--- src/rtl/timer_alarm_scheduler.sv ---
// timer_alarm_scheduler: shares one 64-bit timer compare between CHANNELS
// software alarms. The compare always holds the earliest armed deadline, or
// all-ones when nothing is armed.
//
// state    | meaning
// ---------+---------------------------------------------------------------
// PARK_LO  | write CMP_LO = all-ones
// PARK_HI  | write CMP_HI = all-ones
// IDLE     | compare parked; wait for a rescan request
// SCAN     | examine one channel per cycle, keep earliest armed deadline
// RD_HI    | sample VAL_HI
// RD_LO    | sample VAL_LO
// RD_HI2   | sample VAL_HI again; a change means LO carried, so re-read
// CHECK    | fire at once if the deadline is too close, else program it
// WR_PARK  | CMP_HI = all-ones so no half-written compare can match
// WR_LO    | CMP_LO = deadline low word
// WR_HI    | CMP_HI = deadline high word
// WAIT     | wait for compare match or a rescan request
module timer_alarm_scheduler #(
    parameter int CHANNELS    = 4,
    parameter int PROG_MARGIN = 8,
    parameter int ADDR_W      = $clog2(2*CHANNELS+2)
) (
    input  logic              clk_i,
    input  logic              rst_i,
    input  logic              write_i,
    input  logic [ADDR_W-1:0] write_address_i,
    input  logic [31:0]       write_data_i,
    input  logic              read_i,
    input  logic [ADDR_W-1:0] read_address_i,
    output logic [31:0]       read_data_o,
    output logic              interrupt_o,
    output logic              timer_write_o,
    output logic [1:0]        timer_write_address_o,
    output logic [31:0]       timer_write_data_o,
    output logic [1:0]        timer_read_address_o,
    input  logic [31:0]       timer_read_data_i,
    input  logic              timer_interrupt_i
);
    localparam int                IDX_W     = (CHANNELS > 1) ? $clog2(CHANNELS) : 1;
    localparam logic [ADDR_W-1:0] ARM_ADDR  = ADDR_W'(2*CHANNELS);
    localparam logic [ADDR_W-1:0] PEND_ADDR = ADDR_W'(2*CHANNELS+1);
    localparam logic [IDX_W-1:0]  LAST_IDX  = IDX_W'(CHANNELS-1);
    localparam logic [64:0]       MARGIN    = 65'(PROG_MARGIN);
    localparam logic [1:0]        CMP_LO = 2'd0, CMP_HI = 2'd1, VAL_LO = 2'd2, VAL_HI = 2'd3;

    typedef enum logic [3:0] {
        S_PARK_LO, S_PARK_HI, S_IDLE, S_SCAN, S_RD_HI, S_RD_LO, S_RD_HI2,
        S_CHECK, S_WR_PARK, S_WR_LO, S_WR_HI, S_WAIT
    } state_t;

    state_t              state_q, state_d;
    logic [63:0]         deadline_q [CHANNELS];
    logic [63:0]         deadline_d [CHANNELS];
    logic [CHANNELS-1:0] armed_q, armed_d, pending_q, pending_d, fire_vec;
    logic                rescan_q, rescan_d, rescan_set;
    logic [IDX_W-1:0]    scan_idx_q, scan_idx_d, min_idx_q, min_idx_d;
    logic                min_valid_q, min_valid_d;
    logic [63:0]         min_dl_q, min_dl_d, now_q, now_d;
    logic [31:0]         hi1_q, hi1_d, lo_q, lo_d;
    logic                fire, scan_entry;
    logic                wr_dl, wr_arm, wr_pend;
    logic [IDX_W-1:0]    wr_ch, rd_ch;
    logic [63:0]         rd_dl;

    assign wr_dl      = write_i && (write_address_i < ARM_ADDR);
    assign wr_arm     = write_i && (write_address_i == ARM_ADDR);
    assign wr_pend    = write_i && (write_address_i == PEND_ADDR);
    assign wr_ch      = IDX_W'(write_address_i >> 1);
    assign rd_ch      = IDX_W'(read_address_i >> 1);
    assign rescan_set = wr_arm || (wr_dl && armed_q[wr_ch]);
    assign interrupt_o = |pending_q;

    // Bus-side register updates; a fire loses to an ARM write but beats a pending clear
    always_comb begin
        fire_vec = fire ? (CHANNELS'(1) << min_idx_q) : '0;
        for (int c = 0; c < CHANNELS; c++) begin
            deadline_d[c] = deadline_q[c];
            if (wr_dl && (wr_ch == IDX_W'(c))) begin
                if (write_address_i[0]) deadline_d[c][63:32] = write_data_i;
                else                    deadline_d[c][31:0]  = write_data_i;
            end
        end
        armed_d   = wr_arm ? write_data_i[CHANNELS-1:0] : (armed_q & ~fire_vec);
        pending_d = (wr_pend ? (pending_q & ~write_data_i[CHANNELS-1:0]) : pending_q) | fire_vec;
        // a scan starting this edge already sees any write landing on the same edge
        rescan_d  = scan_entry ? 1'b0 : (rescan_q || rescan_set);
    end

    // Combinational register read-back
    always_comb begin
        read_data_o = '0;
        rd_dl       = deadline_q[rd_ch];
        if (read_i) begin
            if (read_address_i < ARM_ADDR)       read_data_o = read_address_i[0] ? rd_dl[63:32] : rd_dl[31:0];
            else if (read_address_i == ARM_ADDR)  read_data_o = 32'(armed_q);
            else if (read_address_i == PEND_ADDR) read_data_o = 32'(pending_q);
        end
    end

    // Scheduler FSM: next state, scan/snapshot datapath and timer port drive
    always_comb begin
        state_d     = state_q;
        scan_idx_d  = scan_idx_q;
        min_idx_d   = min_idx_q;
        min_dl_d    = min_dl_q;
        min_valid_d = min_valid_q;
        hi1_d       = hi1_q;
        lo_d        = lo_q;
        now_d       = now_q;
        fire        = 1'b0;
        timer_write_o         = 1'b0;
        timer_write_address_o = CMP_LO;
        timer_write_data_o    = '0;
        timer_read_address_o  = CMP_LO;
        case (state_q)
            S_PARK_LO: begin
                timer_write_o = 1'b1; timer_write_address_o = CMP_LO; timer_write_data_o = '1;
                state_d = S_PARK_HI;
            end
            S_PARK_HI: begin
                timer_write_o = 1'b1; timer_write_address_o = CMP_HI; timer_write_data_o = '1;
                state_d = S_IDLE;
            end
            S_IDLE: if (rescan_q || rescan_set) state_d = S_SCAN;
            S_SCAN: begin
                if (armed_q[scan_idx_q] && (!min_valid_q || (deadline_q[scan_idx_q] < min_dl_q))) begin
                    min_valid_d = 1'b1;
                    min_dl_d    = deadline_q[scan_idx_q];
                    min_idx_d   = scan_idx_q;
                end
                if (scan_idx_q == LAST_IDX) state_d = min_valid_d ? S_RD_HI : S_PARK_LO;
                else                        scan_idx_d = scan_idx_q + 1'b1;
            end
            S_RD_HI: begin
                timer_read_address_o = VAL_HI; hi1_d = timer_read_data_i; state_d = S_RD_LO;
            end
            S_RD_LO: begin
                timer_read_address_o = VAL_LO; lo_d = timer_read_data_i; state_d = S_RD_HI2;
            end
            S_RD_HI2: begin
                timer_read_address_o = VAL_HI;
                if (timer_read_data_i != hi1_q) state_d = S_RD_HI;
                else begin
                    now_d   = {hi1_q, lo_q};
                    state_d = S_CHECK;
                end
            end
            S_CHECK: begin
                if ({1'b0, min_dl_q} <= ({1'b0, now_q} + MARGIN)) begin
                    fire    = 1'b1;
                    state_d = S_SCAN;
                end else state_d = S_WR_PARK;
            end
            S_WR_PARK: begin
                timer_write_o = 1'b1; timer_write_address_o = CMP_HI; timer_write_data_o = '1;
                state_d = S_WR_LO;
            end
            S_WR_LO: begin
                timer_write_o = 1'b1; timer_write_address_o = CMP_LO; timer_write_data_o = min_dl_q[31:0];
                state_d = S_WR_HI;
            end
            S_WR_HI: begin
                timer_write_o = 1'b1; timer_write_address_o = CMP_HI; timer_write_data_o = min_dl_q[63:32];
                state_d = S_WAIT;
            end
            S_WAIT: begin
                if (timer_interrupt_i) begin
                    fire    = 1'b1;
                    state_d = S_SCAN;
                end else if (rescan_q || rescan_set) state_d = S_SCAN;
            end
            default: state_d = S_PARK_LO;
        endcase
        scan_entry = (state_d == S_SCAN) && (state_q != S_SCAN);
        if (scan_entry) begin
            scan_idx_d  = '0;
            min_valid_d = 1'b0;
        end
        if (rst_i) begin
            fire                  = 1'b0;
            timer_write_o         = 1'b0;
            timer_write_address_o = CMP_LO;
            timer_write_data_o    = '0;
            timer_read_address_o  = CMP_LO;
        end
    end

    // State and datapath registers
    always_ff @(posedge clk_i) begin
        if (rst_i) begin
            state_q     <= S_PARK_LO;
            for (int c = 0; c < CHANNELS; c++) deadline_q[c] <= '1;
            armed_q     <= '0;
            pending_q   <= '0;
            rescan_q    <= 1'b0;
            scan_idx_q  <= '0;
            min_idx_q   <= '0;
            min_valid_q <= 1'b0;
            min_dl_q    <= '0;
            now_q       <= '0;
            hi1_q       <= '0;
            lo_q        <= '0;
        end else begin
            state_q     <= state_d;
            for (int c = 0; c < CHANNELS; c++) deadline_q[c] <= deadline_d[c];
            armed_q     <= armed_d;
            pending_q   <= pending_d;
            rescan_q    <= rescan_d;
            scan_idx_q  <= scan_idx_d;
            min_idx_q   <= min_idx_d;
            min_valid_q <= min_valid_d;
            min_dl_q    <= min_dl_d;
            now_q       <= now_d;
            hi1_q       <= hi1_d;
            lo_q        <= lo_d;
        end
    end
endmodule

--- config.mk ---
export PLATFORM = sky130hd
export DESIGN_NAME = timer_alarm_scheduler
export DESIGN_NICKNAME = d
export VERILOG_FILES = /design/src/rtl/timer_alarm_scheduler.sv
export SDC_FILE = /design/constraint.sdc
export NUM_CORES = 1
export LEC_CHECK = 0
export BUFFER_PORTS_ARGS = -buffer_cell sky130_fd_sc_hd__buf_2
export CAP_MARGIN = 20
export CELL_PAD_IN_SITES_DETAIL_PLACEMENT = 0
export CELL_PAD_IN_SITES_GLOBAL_PLACEMENT = 1
export CORE_ASPECT_RATIO = 0.8
export CORE_MARGIN = 5
export CORE_UTILIZATION = 51
export CTS_BUF_LIST = sky130_fd_sc_hd__clkbuf_8
export DETAILED_ROUTE_END_ITERATION = 7
export GPL_ROUTABILITY_DRIVEN = 0
export PLACE_DENSITY_LB_ADDON = 0.3
export SYNTH_ARGS = -nofsm -noshare
export SYNTH_HDL_FRONTEND = slang
export SYNTH_SLANG_ARGS = --single-unit
export TNS_END_PERCENT = 50
--- constraint.sdc ---
create_clock -name clk_i -period 5.1 [get_ports clk_i]
set_input_delay 0.255 -clock clk_i [delete_from_list [all_inputs] [get_ports clk_i]]
set_output_delay 0.255 -clock clk_i [all_outputs]
set_load 0.05 [all_outputs]
### After elaboration in Yosys (flattened, before gate mapping)

Memory sizes are Yosys's and may differ from the RTL's. A register that Yosys moved wholly into a read port is not among the register bits.
Index checks and enable logic that the tools add are counted.
W data, S select, Z words.

* register bits: 210
* input bits: 77
* memories kept: 1
* word-level logic and storage cells: 165
* bits in writable memories: 256

Memories
* deadline_q: depth 4, width 64, read ports 2, clocked after memory_dff 1, write ports 4, line 53 `logic [63:0] deadline_q [CHANNELS];`

* bitwise operators: 15
* equal/unequal tests: 38
* reduce and logical (&&, ||, !) cells: 33
* muxes and demuxes: 58
* add/sub/neg operators: 2
* magnitude comparators: 6
* shifts and indexed selects: 1

Operators by type and width (count)
* $mux W32: 20
* $mux W64: 4
* $pmux W32 S3: 1
* $add A64 B4 Y65 const B: 1
* $le A64 B65 Y1: 1
* $lt A64 B64 Y1: 1
* $pmux W4 S12: 1
* $mux W4: 9
* $eq A4 B4 Y1 const B: 8
* $ne A32 B32 Y1: 1
* $reduce_and A3 Y1: 8
* $eq A4 B3 Y1 const B: 4
* $ne A2 B2 Y1 const B: 8
* $mux W1: 13
* $eq A4 B2 Y1 const B: 3
* $logic_and A1 B1 Y1: 10
* $mux W2: 5
* $and A4 B4 Y4: 2
* $lt A4 B4 Y1 const B: 2
* $ne A1 B1 Y1 const B: 8
* $not A4 Y4: 2
* $or A1 B1 Y1: 8
* $eq A2 B2 Y1 const B: 3
* $lt A2 B3 Y1 const B: 2
* 20 further kinds: 28

### Logic depth before layout (Yosys ltp)

* word-level depth: 12
* gate-level depth with buffers: 16

### Worst setup path after synthesis

OpenSTA, ideal clock, no wires.

* path type: register to register
* from: register (tool-made name)
* to: register min_dl_q[0] (read register of deadline_q)
* slack: 0.781 ns
* period minus slack after synthesis: 4.319 ns
* library setup time: 0.072 ns
* data arrival time: 4.247 ns
* cell stages (with the launch flop): 14
* cell sequence: dfxtp_1 buf_2 buf_1 mux4_2 ha_1 nand4_1 or4_1 or4_4 nor4_2 o41ai_2 a31oi_4 buf_6 buf_8 mux2i_1

RTL lines
* end: declaration: line 59 `logic [63:0] min_dl_q, min_dl_d, now_q, now_d;`

### Worst setup path in the final report

* from: register now_q[3]
* to: register state_q[1]

* word-level cells in the longest chain between the ends: 4

Ends and longest elaborated chain
* start: declaration: line 59
* start signal: assignment: line 214 `now_q <= now_d;`
* $add A64 B4 Y65: line 150 `if ({1'b0, min_dl_q} <= ({1'b0, now_q} + MARGIN)) begin`
* $le A64 B65 Y1: line 150
* $mux W4: line 150
* $pmux W4 S12: line 116 `case (state_q)`
* end signal: assignment: line 205 `state_q <= state_d;`
* end: declaration: line 52 `state_t state_q, state_d;`

No other way between the ends.
A chain may end at the register's enable or synchronous reset.

==> summary.txt <==
Finish
  • Share of layout cells above drive strength 1: roughly a quarter
  • Synth-to-Final Area Change: 13.9%
  • Non-filler cells, final: about 3400
  • Layout fillers: approximately 4200
  • Final #Nets: 2815

Worst hold path
  • Hold depth: 5
  • Hold Crit Endpoint: state_q[3]
  • Hold crit path type: primary input to register
  • Hold_sp: timer_interrupt_i

Worst setup path
  • Worst reg2reg path startpoint: now_q[3]
  • Worst Reg-to-Reg Cells: 17
  • Worst Path Arrival: about 5400 ps
  • CP max-delay cell: or4_1
  • Worst path cell trace: ha_1 -> nand2_1 -> nor3_1 -> buf_4 -> nand4_1 -> or2_1 -> nor4_1 -> nand3_1 -> xor2_1 -> ha_1 -> nand4_1 -> or4_1 -> o311ai_0 -> o21a_1 -> nor4_2 -> buf_4 -> o31a_1
  • CP Class: register to register
  • CP Max Fanout: 8
  • Crit path buf inv count: 2
  • Cell family with most CP delay: simple AND/OR/NAND/NOR gates
  • Crit start category: register
  • Max incr delay on CP: roughly 600 ps
  • Crit. End Element: register
  • R2R Path End: state_q[1]
  • CP required: about 5700 ps
  • Flop2flop setup slack: around 280 ps

Detailed routing
  • Initial DRC count: between 1500 and 2000
  • DRT Pass-1 Iters: 6
  • Routed WL: ~76 mm
  • Via count: just under 20000
  • Antenna Nets Post-Route: 0
  • # DRC: 0
  • Routed len/inst: ~23 um
  • Vias per cell: 5.87

Yosys
  • Synthesized instance count: roughly 2400
  • Yosys reg bits: around 470
  • Synth warn: 0
  • Sequential cell area fraction in the yosys report: 45.7%
  • Mapped Area: between 20000 and 30000 um2
  • Netlist cell types: 65
  • EDFF count, synth: 256
  • Top FF cell, synth: edfxtp_1
  • Mapped Nets: approximately 2600
  • Synth Area per Inst: between 10 and 15 um2
  • Async S/R FF share, synth: 0%

Timing
  • Final period util: 94.5%
  • Final setup vio count: 0
  • Slew HR: about a third
  • RSZ-0062 raised after global routing: no
  • Achievable clock frequency: between 200 and 250 MHz
  • Worst Hold Margin: 130 ps
  • Worst-margin pin slew: ~1000 ps
  • Post-route minimum period: just under 5000 ps
  • Setup total negative slack: 0 ps
  • Slew Limit Fails: 0
  • Layout Skew: between 30 and 40 ps
  • Final Hold Fails: 0

Clock tree
  • Skew-Pair Late Insertion Delay: approximately 680 ps
  • CTS tree: done
  • Clk root buf: clkbuf_8
  • Clock transition at path regs: approximately 70 ps
  • Total CTS buffers: 77
  • Sink Count: about 470
  • H-tree Lvls: 3
  • Longest Clk Path Bufs: 3
  • Setup Buffers After CTS: 0

Placement
  • Cells after DPL: approximately 3100
  • Post-DP HPWL: about 54 mm
  • Port bufs: ~150

Floorplan
  • Die width: approximately 260 um
  • Ports: between 100 and 150
  • Die area: between 50000 and 60000 um2
  • Die H: between 200 and 250 um
  • Core area: about 51000 um2
  • Initial Utilization: about 51%
  • FP Rows: between 70 and 80

Global routing
  • Pin count of the biggest net entering global routing: a little over 80
  • Initial antenna violation count: 1
  • Vias in the first global route: a little under 20000
  • GRT Total Usage: around 27%
  • First-pass GRT wire length: about 120 mm
  • Global route overflow: 0

Pwr
  • Pleak: between 0.01 and 0.015 uW
  • Peak supply drop: roughly 0.21 mV
  • PD cells: 299 nW/um2

Outcome
  • Status: finished, final reports clean

Job
  • Max-cap violations: 0
kinds of logic (layout without fill, tap and decap cells):
family          after synthesis  after routing  share of synthesized area (%)
flops                       468            468                           45.7
fa+ha+maj                   129            129                           6.19
buf+inv                     221            480                           3.43
mux                         298            298                           17.7
other cells                   1              2                         0.0144
xor+xnor                     92             92                           3.09
simple gates                927            927                           17.5
compound gates              274            274                           6.35
worst register-to-register path: stages, from the launching register on:
cell	delay, ps
dfxtp_1	420
ha_1	300
nand2_1	80
nor3_1	220
buf_4	220
nand4_1	150
or2_1	290
nor4_1	420
nand3_1	160
xor2_1	170
ha_1	300
nand4_1	160
or4_1	600
o311ai_0	520
o21a_1	210
nor4_2	50
buf_4	170
o31a_1	280
metrics by stage:
step / power, uW / instance area (um2) / utilization, % / setup slack [ps]
finish: 8890 / 29700 / 58.5 / 283
global route: 9230 / 29700 / 58.5 / 59.1
CTS: 8940 / 29700 / 58.4 / 276
detailed placement: 5690 / 27600 / 54.2 / 293
global placement: 5660 / 27600 / 54.2 / 534
floorplan: 5230 / 26100 / - / 781
worst max path at each step:
| stage | from | to | slack (ps) | cells after the start |
|---|---|---|---|---|
| final | now_q[3] | state_q[1] | 280 | 17 |
| after global routing | now_q[3] | state_q[1] | 60 | 17 |
| after CTS | now_q[12] | state_q[1] | 280 | 15 |
| after detailed placement | now_q[12] | state_q[1] | 290 | 15 |
| after global placement | now_q[12] | state_q[1] | 530 | 15 |
| after floorplan | register | min_dl_q[0] | 780 | 13 |
cells in the final DEF (no fill, tap or decap), drive strengths merged, types with 9 or more instances in the layout:
cell,synthesis,routed
nand2,348,348
edfxtp,256,256
dfxtp,212,212
buf,33,198
or2,195,195
mux2i,167,167
a21oi,145,145
nor2,131,131
mux4,130,130
ha,129,129
inv,79,106
clkbuf,109,94
nand2b,75,75
dlygate4sd3,0,64
nand4,55,55
xnor2,48,48
xor2,44,44
nand3,43,43
a22oi,37,37
o21ai,29,29
nor3,23,23
clkinv,0,17
nor4,14,14
and3,11,11
a211oi,9,9
and2,9,9
flip-flops by register name, indices dropped and copies added, names as in the netlist, named ones only:
| signal | count |
|---|---|
| deadline_q | 256 |
| min_dl_q | 64 |
| now_q | 64 |
| hi1_q | 32 |
| lo_q | 32 |
| armed_q | 4 |
| pending_q | 4 |
| state_q | 4 |
| min_idx_q | 2 |
| scan_idx_q | 2 |
| min_valid_q | 1 |
| rescan_q | 1 |
where the power goes:
part           internal (uW)  switching, uW
registers               4110           90.4
clock network           1670           1560
logic                    525            937
layout make-up:
class / count / area [um2] / area share (%)
clock buffer: 94 / 1290 / 4.35
timing repair buffer: 262 / 1830 / 6.17
antenna: 1 / 2.50 / 0.00842
tap: 684 / 856 / 2.88
clock inverter: 45 / 196 / 0.661
sequential: 468 / 11900 / 40.2
multi-input combinational: 1721 / 13300 / 44.8
inverter: 79 / 299 / 1.01
synthesized netlist by cell type, types with 24 or more instances:
cell type	instances	share of area, %
mux4_2	130	11
a22oi_1	37	1.1
or2_2	194	4.7
mux2i_1	167	6.4
nand3_1	43	0.82
o21ai_0	28	0.54
xor2_1	44	1.5
nor2_1	131	1.9
buf_1	24	0.35
inv_1	79	1.1
nand2b_1	75	1.8
ha_1	129	6.2
a21oi_1	145	2.8
edfxtp_1	256	29
clkbuf_1	109	1.6
xnor2_1	48	1.6
nand4_1	55	1.3
dfxtp_1	212	16
nand2_1	348	5.0
routing by layer:
metal | track usage [%] | wire [um] | up-vias | share of wire, %
met5 | 0 | 0 | - | 0
met4 | 7.93 | 1930 | 0 | 2.5
met3 | 6.02 | 6380 | 113 | 8.3
met2 | 43.1 | 35600 | 769 | 47
met1 | 37.6 | 32500 | 9683 | 43
li1 | - | - | 9110 | -
what timing repair did:
item / 4_1_cts / 5_1_grt
endpoints found under the setup margin: 0 / 3
gates resized for setup: 0 / 1
hold buffers: 64 / 0
endpoints found under the hold margin: 298 / 0
(Power assumes the default switching activity.)
